--- src/rtl/fifo_pkg.sv ---
// Shared types and helpers for the single-clock FIFO family.
// The status struct lets status registers capture every flag in one word.
package fifo_pkg;

  localparam int DEF_DATA_W = 32;
  localparam int DEF_DEPTH  = 8;

  typedef struct packed {
    logic full;
    logic empty;
    logic afull;
    logic aempty;
    logic ovf;
    logic udf;
  } fifo_status_t;

  // Never returns 0, so an index field is always at least one bit wide.
  function automatic int clog2_safe(input int n);
    return (n <= 2) ? 1 : $clog2(n);
  endfunction

endpackage

--- src/rtl/sync_fifo_param_if.sv ---
// Push/pop/status bundle between a FIFO user (master) and sync_fifo_param (slave).
interface sync_fifo_param_if
  import fifo_pkg::*;
#(
  parameter int DATA_W = DEF_DATA_W,
  parameter int DEPTH  = DEF_DEPTH
);

  localparam int CW = clog2_safe(DEPTH) + 1;

  // Handshake: push is taken at an edge when !full, or when a pop is taken
  // at that same edge; pop is taken when !empty; rvalid qualifies rdata.
  logic              flush;
  logic              push;
  logic              pop;
  logic [DATA_W-1:0] wdata;
  logic [DATA_W-1:0] rdata;
  logic              rvalid;
  logic              full;
  logic              empty;
  logic              afull;
  logic              aempty;
  logic [CW-1:0]     count;
  logic              ovf;
  logic              udf;

  modport master (
    output flush, push, pop, wdata,
    input  rdata, rvalid, full, empty, afull, aempty, count, ovf, udf
  );

  modport slave (
    input  flush, push, pop, wdata,
    output rdata, rvalid, full, empty, afull, aempty, count, ovf, udf
  );

endinterface

--- src/rtl/sync_fifo_mem.sv ---
// FIFO storage: register array with one write port and an asynchronous read port.
// Kept separate so it can be replaced by an SRAM macro; contents are not reset.
module sync_fifo_mem
  import fifo_pkg::*;
#(
  parameter  int DATA_W = DEF_DATA_W,
  parameter  int DEPTH  = DEF_DEPTH,
  localparam int AW     = clog2_safe(DEPTH)
) (
  input  logic              clk,
  input  logic              we_i,
  input  logic [AW-1:0]     waddr_i,
  input  logic [DATA_W-1:0] wdata_i,
  input  logic [AW-1:0]     raddr_i,
  output logic [DATA_W-1:0] rdata_o
);

  logic [DATA_W-1:0] mem_q [DEPTH];

  always_ff @(posedge clk) begin
    if (we_i) begin
      mem_q[waddr_i] <= wdata_i;
    end
  end

  assign rdata_o = mem_q[raddr_i];

endmodule

--- src/rtl/sync_fifo_param.sv ---
// Single-clock parametrised FIFO with occupancy, almost-full/empty thresholds,
// optional first-word-fall-through read, synchronous flush and sticky error flags.
module sync_fifo_param
  import fifo_pkg::*;
#(
  parameter int DATA_W    = DEF_DATA_W,
  parameter int DEPTH     = DEF_DEPTH,
  parameter int AFULL_TH  = DEPTH - 2,
  parameter int AEMPTY_TH = 2,
  parameter int FWFT      = 0
) (
  input logic               clk,
  input logic               rst_n,
  sync_fifo_param_if.slave  bus
);

  localparam int AW = clog2_safe(DEPTH);
  localparam logic [AW:0] AF_TH = (AW+1)'(AFULL_TH);
  localparam logic [AW:0] AE_TH = (AW+1)'(AEMPTY_TH);

  logic [AW:0]       wptr_q, wptr_d, rptr_q, rptr_d, count;
  logic [DATA_W-1:0] rdata_q, rdata_d, mem_rdata;
  logic              rvalid_q, rvalid_d, ovf_q, ovf_d, udf_q, udf_d;
  logic              push_ok, pop_ok, mem_we;
  fifo_status_t      status;

  // Pointers carry one extra wrap bit so full and empty are distinguishable.
  assign count = wptr_q - rptr_q;

  always_comb begin
    status        = '0;
    status.empty  = (wptr_q == rptr_q);
    status.full   = (wptr_q[AW] != rptr_q[AW]) && (wptr_q[AW-1:0] == rptr_q[AW-1:0]);
    status.afull  = (count >= AF_TH);
    status.aempty = (count <= AE_TH);
    status.ovf    = ovf_q;
    status.udf    = udf_q;
  end

  // A pop at the same edge frees the slot a push into a full FIFO needs.
  assign pop_ok  = bus.pop & ~status.empty;
  assign push_ok = bus.push & (~status.full | pop_ok);
  assign mem_we  = push_ok & ~bus.flush;

  sync_fifo_mem #(
    .DATA_W (DATA_W),
    .DEPTH  (DEPTH)
  ) u_mem (
    .clk     (clk),
    .we_i    (mem_we),
    .waddr_i (wptr_q[AW-1:0]),
    .wdata_i (bus.wdata),
    .raddr_i (rptr_q[AW-1:0]),
    .rdata_o (mem_rdata)
  );

  always_comb begin
    wptr_d   = wptr_q;
    rptr_d   = rptr_q;
    rdata_d  = rdata_q;
    rvalid_d = 1'b0;
    ovf_d    = ovf_q;
    udf_d    = udf_q;
    if (bus.flush) begin
      wptr_d = '0;
      rptr_d = '0;
      ovf_d  = 1'b0;
      udf_d  = 1'b0;
    end else begin
      wptr_d   = wptr_q + (AW+1)'(push_ok);
      rptr_d   = rptr_q + (AW+1)'(pop_ok);
      rvalid_d = pop_ok;
      if (pop_ok) begin
        rdata_d = mem_rdata;
      end
      if (bus.push && !push_ok) begin
        ovf_d = 1'b1;
      end
      if (bus.pop && !pop_ok) begin
        udf_d = 1'b1;
      end
    end
  end

  always_ff @(posedge clk or negedge rst_n) begin
    if (!rst_n) begin
      wptr_q   <= '0;
      rptr_q   <= '0;
      rdata_q  <= '0;
      rvalid_q <= 1'b0;
      ovf_q    <= 1'b0;
      udf_q    <= 1'b0;
    end else begin
      wptr_q   <= wptr_d;
      rptr_q   <= rptr_d;
      rdata_q  <= rdata_d;
      rvalid_q <= rvalid_d;
      ovf_q    <= ovf_d;
      udf_q    <= udf_d;
    end
  end

  // In FWFT mode the head entry is shown straight from the array.
  assign bus.rdata  = (FWFT != 0) ? mem_rdata : rdata_q;
  assign bus.rvalid = (FWFT != 0) ? ~status.empty : rvalid_q;
  assign bus.full   = status.full;
  assign bus.empty  = status.empty;
  assign bus.afull  = status.afull;
  assign bus.aempty = status.aempty;
  assign bus.count  = count;
  assign bus.ovf    = status.ovf;
  assign bus.udf    = status.udf;

endmodule

--- src/flat_wrapper.sv ---
// flat-port wrapper written by rule: the top's interface ports become plain ports
module sync_fifo_param_flat import fifo_pkg::*;
#(
  parameter int DATA_W    = DEF_DATA_W,
  parameter int DEPTH     = DEF_DEPTH,
  parameter int AFULL_TH  = DEPTH - 2,
  parameter int AEMPTY_TH = 2,
  parameter int FWFT      = 0
)
  (clk, rst_n, bus_flush, bus_push, bus_pop, bus_wdata, bus_rdata, bus_rvalid, bus_full, bus_empty, bus_afull, bus_aempty, bus_count, bus_ovf, bus_udf);
  sync_fifo_param_if #(.DATA_W(DATA_W), .DEPTH(DEPTH)) bus_i ();
  input logic clk;
  input logic rst_n;
  input wire logic [$bits(bus_i.flush)-1:0] bus_flush;
  input wire logic [$bits(bus_i.push)-1:0] bus_push;
  input wire logic [$bits(bus_i.pop)-1:0] bus_pop;
  input wire logic [$bits(bus_i.wdata)-1:0] bus_wdata;
  output wire logic [$bits(bus_i.rdata)-1:0] bus_rdata;
  output wire logic [$bits(bus_i.rvalid)-1:0] bus_rvalid;
  output wire logic [$bits(bus_i.full)-1:0] bus_full;
  output wire logic [$bits(bus_i.empty)-1:0] bus_empty;
  output wire logic [$bits(bus_i.afull)-1:0] bus_afull;
  output wire logic [$bits(bus_i.aempty)-1:0] bus_aempty;
  output wire logic [$bits(bus_i.count)-1:0] bus_count;
  output wire logic [$bits(bus_i.ovf)-1:0] bus_ovf;
  output wire logic [$bits(bus_i.udf)-1:0] bus_udf;
  assign bus_i.flush = bus_flush;
  assign bus_i.push = bus_push;
  assign bus_i.pop = bus_pop;
  assign bus_i.wdata = bus_wdata;
  assign bus_rdata = bus_i.rdata;
  assign bus_rvalid = bus_i.rvalid;
  assign bus_full = bus_i.full;
  assign bus_empty = bus_i.empty;
  assign bus_afull = bus_i.afull;
  assign bus_aempty = bus_i.aempty;
  assign bus_count = bus_i.count;
  assign bus_ovf = bus_i.ovf;
  assign bus_udf = bus_i.udf;
  sync_fifo_param #(.DATA_W(DATA_W), .DEPTH(DEPTH), .AFULL_TH(AFULL_TH), .AEMPTY_TH(AEMPTY_TH), .FWFT(FWFT)) u_core (.clk(clk), .rst_n(rst_n), .bus(bus_i));
endmodule
--- config.mk ---
export PLATFORM = sky130hd
export DESIGN_NAME = sync_fifo_param_flat
export DESIGN_NICKNAME = d
export VERILOG_FILES = /design/src/rtl/fifo_pkg.sv /design/src/rtl/sync_fifo_param_if.sv /design/src/rtl/sync_fifo_mem.sv /design/src/rtl/sync_fifo_param.sv /design/src/flat_wrapper.sv
export SDC_FILE = /design/constraint.sdc
export NUM_CORES = 1
export LEC_CHECK = 0
export ABC_AREA = 1
export CAP_MARGIN = 20
export CORE_MARGIN = 5
export CORE_UTILIZATION = 40
export CTS_BUF_LIST = sky130_fd_sc_hd__clkbuf_8
export DETAILED_ROUTE_END_ITERATION = 7
export SLEW_MARGIN = 5
export SYNTH_ARGS = -nofsm -noshare
export SYNTH_HDL_FRONTEND = slang
export SYNTH_HIERARCHICAL = 1
export SYNTH_SLANG_ARGS = --single-unit
--- constraint.sdc ---
create_clock -name clk -period 8.1 [get_ports clk]
set_input_delay 1.62 -clock clk [delete_from_list [all_inputs] [get_ports clk]]
set_output_delay 1.62 -clock clk [all_outputs]
set_load 0.1 [all_outputs]
== Word level (Yosys, flattened, before mapping) ==
Memory sizes are Yosys's and may differ from the RTL's. A register that Yosys moved wholly into a read port is not among the register bits.
Cells that the tools add are included.

* Reduce and logical (&&, ||, !) cells: 9
* Magnitude comparators: 2
* Multiplexer cells: 9
* Add/subtract/negate cells: 3
* Equal/unequal tests: 3
* Bitwise gates (word level): 7

{| class="wikitable"
|+ Operators with widths
! kind !! count
|-
| adder 4 x 1 -> 4 bit || 2
|-
| 2-to-1 mux 4 bit || 2
|-
| 2-to-1 mux 1 bit || 7
|-
| == test 4 bit || 1
|-
| greater-or-equal comparator 4 x 3 -> 1 bit, second input constant || 1
|-
| less-or-equal comparator 4 x 2 -> 1 bit, second input constant || 1
|-
| nonzero test 2 bit || 2
|-
| subtractor 4 bit || 1
|-
| bitwise AND 1 bit || 3
|-
| == test 3 bit || 1
|-
| logical AND 1 bit || 3
|-
| logical NOT 1 bit || 3
|-
| inverter 1 bit || 3
|-
| AND reduction 2 bit || 1
|-
| != test 1 bit || 1
|-
| OR 1 bit || 1
|}

* Input bits: 37
* Output and inout port bits: 43
* Logic and storage cells: 39
* Memory bits (writable): 256
* Memories: 1
* Bits in registers: 11

{| class="wikitable"
|+ Memory list
! memory !! words !! width !! read ports !! clocked after Yosys merged registers in !! write ports !! RTL line !! source
|-
| u_core.u_mem.mem_q || 8 || 32 || 1 || 1 || 1 || sync_fifo_mem.sv:18 || <nowiki>logic [DATA_W-1:0] mem_q [DEPTH];</nowiki>
|}

== Longest topological paths before layout ==
* Word-level depth: 9
* Mapped depth: 12
* Depth with buffers taken out: 11

== Modules after synthesis ==
The synthesis kept the hierarchy.

{| class="wikitable"
|+ By module, submodules not included
! module !! sequential area each (µm²) !! times used !! area each (µm²) !! cells an instance
|-
| sync_fifo_mem || 7687.4 || 1 || 11232.0 || 1124
|-
| sync_fifo_param || 1076.0 || 1 || 2019.4 || 226
|}

== Worst setup path after synthesis ==
OpenSTA, ideal clock, no wires.

* Kind: register to output
* Start point: register u_core.wptr_q[0]
* End point: output port bus_afull
* Path buffers: 0
* Cell stages (with the launch flop): 7
* Data required time: 6.480 ns
* Slack: 3.079 ns
* Data arrival time: 3.401 ns
* Path through: dfrtp_1 -> inv_1 -> ha_1 -> inv_1 -> fa_1 -> inv_1 -> o211ai_1

* Cells in the longest elaborated chain, start to end: 2

{| class="wikitable"
|+ Ends and longest elaborated chain
! item !! RTL line !! source
|-
| from (decl) || sync_fifo_param.sv:21 || <nowiki>logic [AW:0] wptr_q, wptr_d, rptr_q, rptr_d, count;</nowiki>
|-
| from (signal assigned) || sync_fifo_param.sv:94 || <nowiki>wptr_q <= wptr_d;</nowiki>
|-
| subtractor 4 bit || sync_fifo_param.sv:28 || <nowiki>assign count = wptr_q - rptr_q;</nowiki>
|-
| net bus_count[1] || flat_wrapper.sv:24 || <nowiki>output wire logic [$bits(bus_i.count)-1:0] bus_count;</nowiki>
|-
| greater-or-equal comparator 4 x 3 -> 1 bit || sync_fifo_param.sv:34 || <nowiki>status.afull = (count >= AF_TH);</nowiki>
|-
| to (decl) || flat_wrapper.sv:22 || <nowiki>output wire logic [$bits(bus_i.afull)-1:0] bus_afull;</nowiki>
|}

The timed path passes the listed nets, and every way through them passes these cells.

== Worst setup path after layout ==
* Start point: register u_core.rptr_q[0]
* End point: output port bus_aempty

* Cells in the longest elaborated chain, start to end: 2

{| class="wikitable"
|+ Ends and longest elaborated chain
! item !! RTL line !! source
|-
| from (decl) || sync_fifo_param.sv:21 ||
|-
| from (signal assigned) || sync_fifo_param.sv:95 || <nowiki>rptr_q <= rptr_d;</nowiki>
|-
| subtractor 4 bit || sync_fifo_param.sv:28 ||
|-
| less-or-equal comparator 4 x 2 -> 1 bit || sync_fifo_param.sv:35 || <nowiki>status.aempty = (count <= AE_TH);</nowiki>
|-
| to (decl) || flat_wrapper.sv:23 || <nowiki>output wire logic [$bits(bus_i.aempty)-1:0] bus_aempty;</nowiki>
|}

Every way passes these cells.

==> flow_summary_export.csv <==
group,metric,value,unit
placement,dpl.cell_count,1820,
critical_path,crit_chain,"ha_1, inv_1, fa_1, xnor2_1, o21ai_0, nor2_1, clkdlybuf4s50_1",
detailed_routing,wire_per_inst,15.1,um
detailed_routing,first_iter_violations,525,
detailed_routing,drt-met1-wl,13000,um
timing,fin_setup_tns,0,ns
synthesis,yosys_warnings,6,
timing,skew,0.0194,ns
power_and_ir_drop,seqPwrFrac,0.393,
timing,post-route-min-period,5.19,ns
cells_and_area,diodes,0,
critical_path,crit_start,"u_core/rptr_q[0]$_DFF_PN0_",
placement,gp_congestion,0.736,
cells_and_area,final_common_cell,"nand2_1",
cells_and_area,layout_common_cells,"nand2_1, inv_1, edfxtp_1",
cts,clockBufferDepth,3,
detailed_routing,wl_met3,1620,um
critical_path,r2r-end,"u_core/u_mem/mem_q[0][12]$_DFFE_PP_",
detailed_routing,dr.pass1.iters,5,
synthesis,synth-seq-area-share,0.661,
detailed_routing,ant_nets,0,
synthesis,syn_area_per_cell,9.82,sq um
critical_path,worstSetupStartpointType,"flop",
critical_path,worstSetupPathDepth,7,
power_and_ir_drop,power_switching,1790,uW
floorplan,fp.coreArea,0.0326,sq mm
critical_path,path_delay_family,"buffers and inverters",
synthesis,synthDistinctLibCells,23,
cts,cts_hold_buffers,0,
critical_path,cp_max_fo,40,
power_and_ir_drop,power_frac_clock,0.292,
critical_path,reg2regPathDepth,8,
critical_path,cp_slowest_cell,"clkdlybuf4s50_1",
critical_path,endpoint,"bus_aempty",
power_and_ir_drop,ir_drop,0.198,mV
timing,period_share,0.641,
cells_and_area,fill_cells,2975,
run_status,status,"finished, final reports clean",
cts,cts_tree,"yes",
detailed_routing,met2_wirelength,13800,um
cells_and_area,final_area,0.0156,sq mm
critical_path,cp-end-kind,"primary output",
critical_path,cp_num_buf_inv,2,
timing,max_freq,193,MHz
detailed_routing,vias_per_cell,4.61,
synthesis,syn_inst,1350,
floorplan,io_pins,80,
detailed_routing,drt-total-wl,29000,um
flow_run,max_cap_viol_count,0,
cells_and_area,syn2layout_area_growth,17.5,%
cts,clkSlewWorstSetupHoldPaths,0.06,ns
global_route,globalRouteTotalUtil,0.156,
cts,cts.sinks,299,
global_route,grt_start_max_net_pins,97,
power_and_ir_drop,p_leak,0.00708,uW
global_route,grt_pass1_wl,45600,um
power_and_ir_drop,powerDensity,301,mW/mm^2
cts,clock_latency,0.56,ns
cells_and_area,layout.area.seq,0.00877,sq mm
placement,postPlaceCellArea,0.0144,sq mm
power_and_ir_drop,pwr-share-comb,0.315,
global_route,overflow,0,
critical_path,critPathRequiredTime,6.48,ns
cts,cts_buffers,49,
placement,hpwl,16200,um
critical_path,critical_path_class,"flop to primary output",
power_and_ir_drop,p_total,4690,uW
detailed_routing,vias,8826,
cells_and_area,drive_gt1_frac,0.0767,
global_route,grt_pass1_vias,8530,
timing,relSlewSlack,0.277,
critical_path,worstPathArrival,3.57,ns
power_and_ir_drop,internal_power,2900,uW
timing,grt_setup_unrepaired,"false",
timing,tightest_slew,1.08,ns
floorplan,fp.dieH,192,um
floorplan,std_cell_rows,66,
timing,finalHoldViolCount,0,
cts,clockRootBuffer,"clkbuf_8",
cts,htreeDepth,2,
synthesis,synth_seq_cells,299,
cts,cts_resized,0,
min_path,min_path_type,"flop to flop",
timing,slew_violations,0,
detailed_routing,top_layer,"met4",
synthesis,syn_area,0.0133,sq mm
critical_path,r2r_slack,5.03,ns
cells_and_area,instances_no_fill,1916,
critical_path,max_stage_delay,1.13,ns
power_and_ir_drop,switching_share,0.382,
cells_and_area,multi_input_area,0.00310,sq mm
placement,port_buffers,79,
cts,cts_setup_buffers,0,
timing,setup_violations,0,
detailed_routing,drc_errors,0,
floorplan,start_util,0.406,
synthesis,syn-num-nets,1395,
cells_and_area,final_nets,1478,
global_route,antenna_found_initial,0,
floorplan,dieArea,0.0369,sq mm
floorplan,fp.dieW,192,um
critical_path,r2r-start,"u_core/rptr_q[0]$_DFF_PN0_",
-- cells by family (layout without fill, tap and decap cells) --
logic type               Yosys count  after routing  synth area share
flip-flops                       299            299             0.661
AND/OR/NAND/NOR                  686            686             0.215
adder cells (fa/ha/maj)            8              8           0.00812
buffers and inverters            344            468             0.109
XOR/XNOR                           2              2           0.00132
AO/OA/AOI/OAI                     11             11           0.00434
-- synth_stat cells --
cell | count | area share
a21oi_1 | 6 | 0.0023
buf_4 | 5 | 0.0028
fa_1 | 1 | 0.0015
o21ai_0 | 4 | 0.0015
o211ai_1 | 1 | 0.00057
inv_2 | 5 | 0.0014
clkbuf_1 | 9 | 0.0025
buf_6 | 14 | 0.012
dfrtp_1 | 43 | 0.081
nand3_1 | 133 | 0.050
ha_1 | 7 | 0.0066
nand2_4 | 1 | 0.00085
buf_2 | 28 | 0.011
nand2_1 | 499 | 0.14
xnor2_1 | 2 | 0.0013
edfxtp_1 | 256 | 0.58
nor2_4 | 1 | 0.00085
nand3_4 | 1 | 0.0013
nor2_1 | 17 | 0.0048
nand4_1 | 33 | 0.016
buf_1 | 6 | 0.0017
nand2_2 | 1 | 0.00047
inv_1 | 277 | 0.078
-- registers in the layout, indices dropped and copies added, names as in the netlist --
name / cells
u_core/bus.rdata: 32
u_core/bus.udf: 1
u_core/u_mem/mem_q: 256
u_core/bus.ovf: 1
u_core/bus.rvalid: 1
u_core/wptr_q: 4
u_core/rptr_q: 4
-- worst min-delay path by stage --
stage                                    start                               to  slack (ns)  cells after the start
2_1_floorplan       u_core/wptr_q[2]$_DFF_PN0_       u_core/wptr_q[2]$_DFF_PN0_        0.52                      1
3_3_place_gp   u_core/bus.rdata[0]$_DFFE_PN0P_  u_core/bus.rdata[0]$_DFFE_PN0P_        0.46                      2
3_5_place_dp   u_core/bus.rdata[0]$_DFFE_PN0P_  u_core/bus.rdata[0]$_DFFE_PN0P_        0.46                      2
4_1_cts        u_core/bus.rdata[0]$_DFFE_PN0P_  u_core/bus.rdata[0]$_DFFE_PN0P_        0.48                      2
5_1_grt        u_core/bus.rdata[8]$_DFFE_PN0P_  u_core/bus.rdata[8]$_DFFE_PN0P_        0.50                      2
6_report       u_core/bus.rdata[0]$_DFFE_PN0P_  u_core/bus.rdata[0]$_DFFE_PN0P_        0.47                      2
-- area by class of cell --
class / instances / share of cell area
flip-flops and latches: 299 / 0.563
well taps: 442 / 0.0355
multi-input cells: 707 / 0.199
repair buffers: 94 / 0.0653
clock buffers: 69 / 0.0610
clock inverters: 23 / 0.00804
inverters: 282 / 0.0681
-- worst min-delay path, delay by kind of cell, from the launching register on --
kind / cells / cell delay, ns
flops: 1 / 0.34
simple gates: 2 / 0.09
-- power groups by stage --
stage | clock [uW] | sequential, uW | combinational [uW]
4_1_cts | 1410 | 1840 | 1490
3_5_place_dp | 0 | 1870 | 1480
3_3_place_gp | 0 | 1870 | 1470
2_1_floorplan | 0 | 2410 | 611
5_1_grt | 1490 | 1860 | 1580
6_report | 1370 | 1840 | 1470
-- metal layers --
| metal | vias up | GRT usage |
|---|---|---|
| met5 | - | 0 |
| met4 | 0 | 0.0392 |
| met3 | 49 | 0.0316 |
| met2 | 209 | 0.262 |
| met1 | 4168 | 0.209 |
| li1 | 4400 | - |
-- through the flow --
| step | setup slack [ns] | hold slack [ns] | util |
|---|---|---|---|
| 6_report | 2.91 | 0.468 | 0.477 |
| 5_1_grt | 2.74 | 0.496 | 0.477 |
| 3_5_place_dp | 3.44 | 0.462 | 0.441 |
| 4_1_cts | 2.84 | 0.475 | 0.474 |
| 3_3_place_gp | 3.46 | 0.455 | 0.439 |
| 2_1_floorplan | 3.08 | 0.520 | - |
Power figures use the tool's default switching activity.
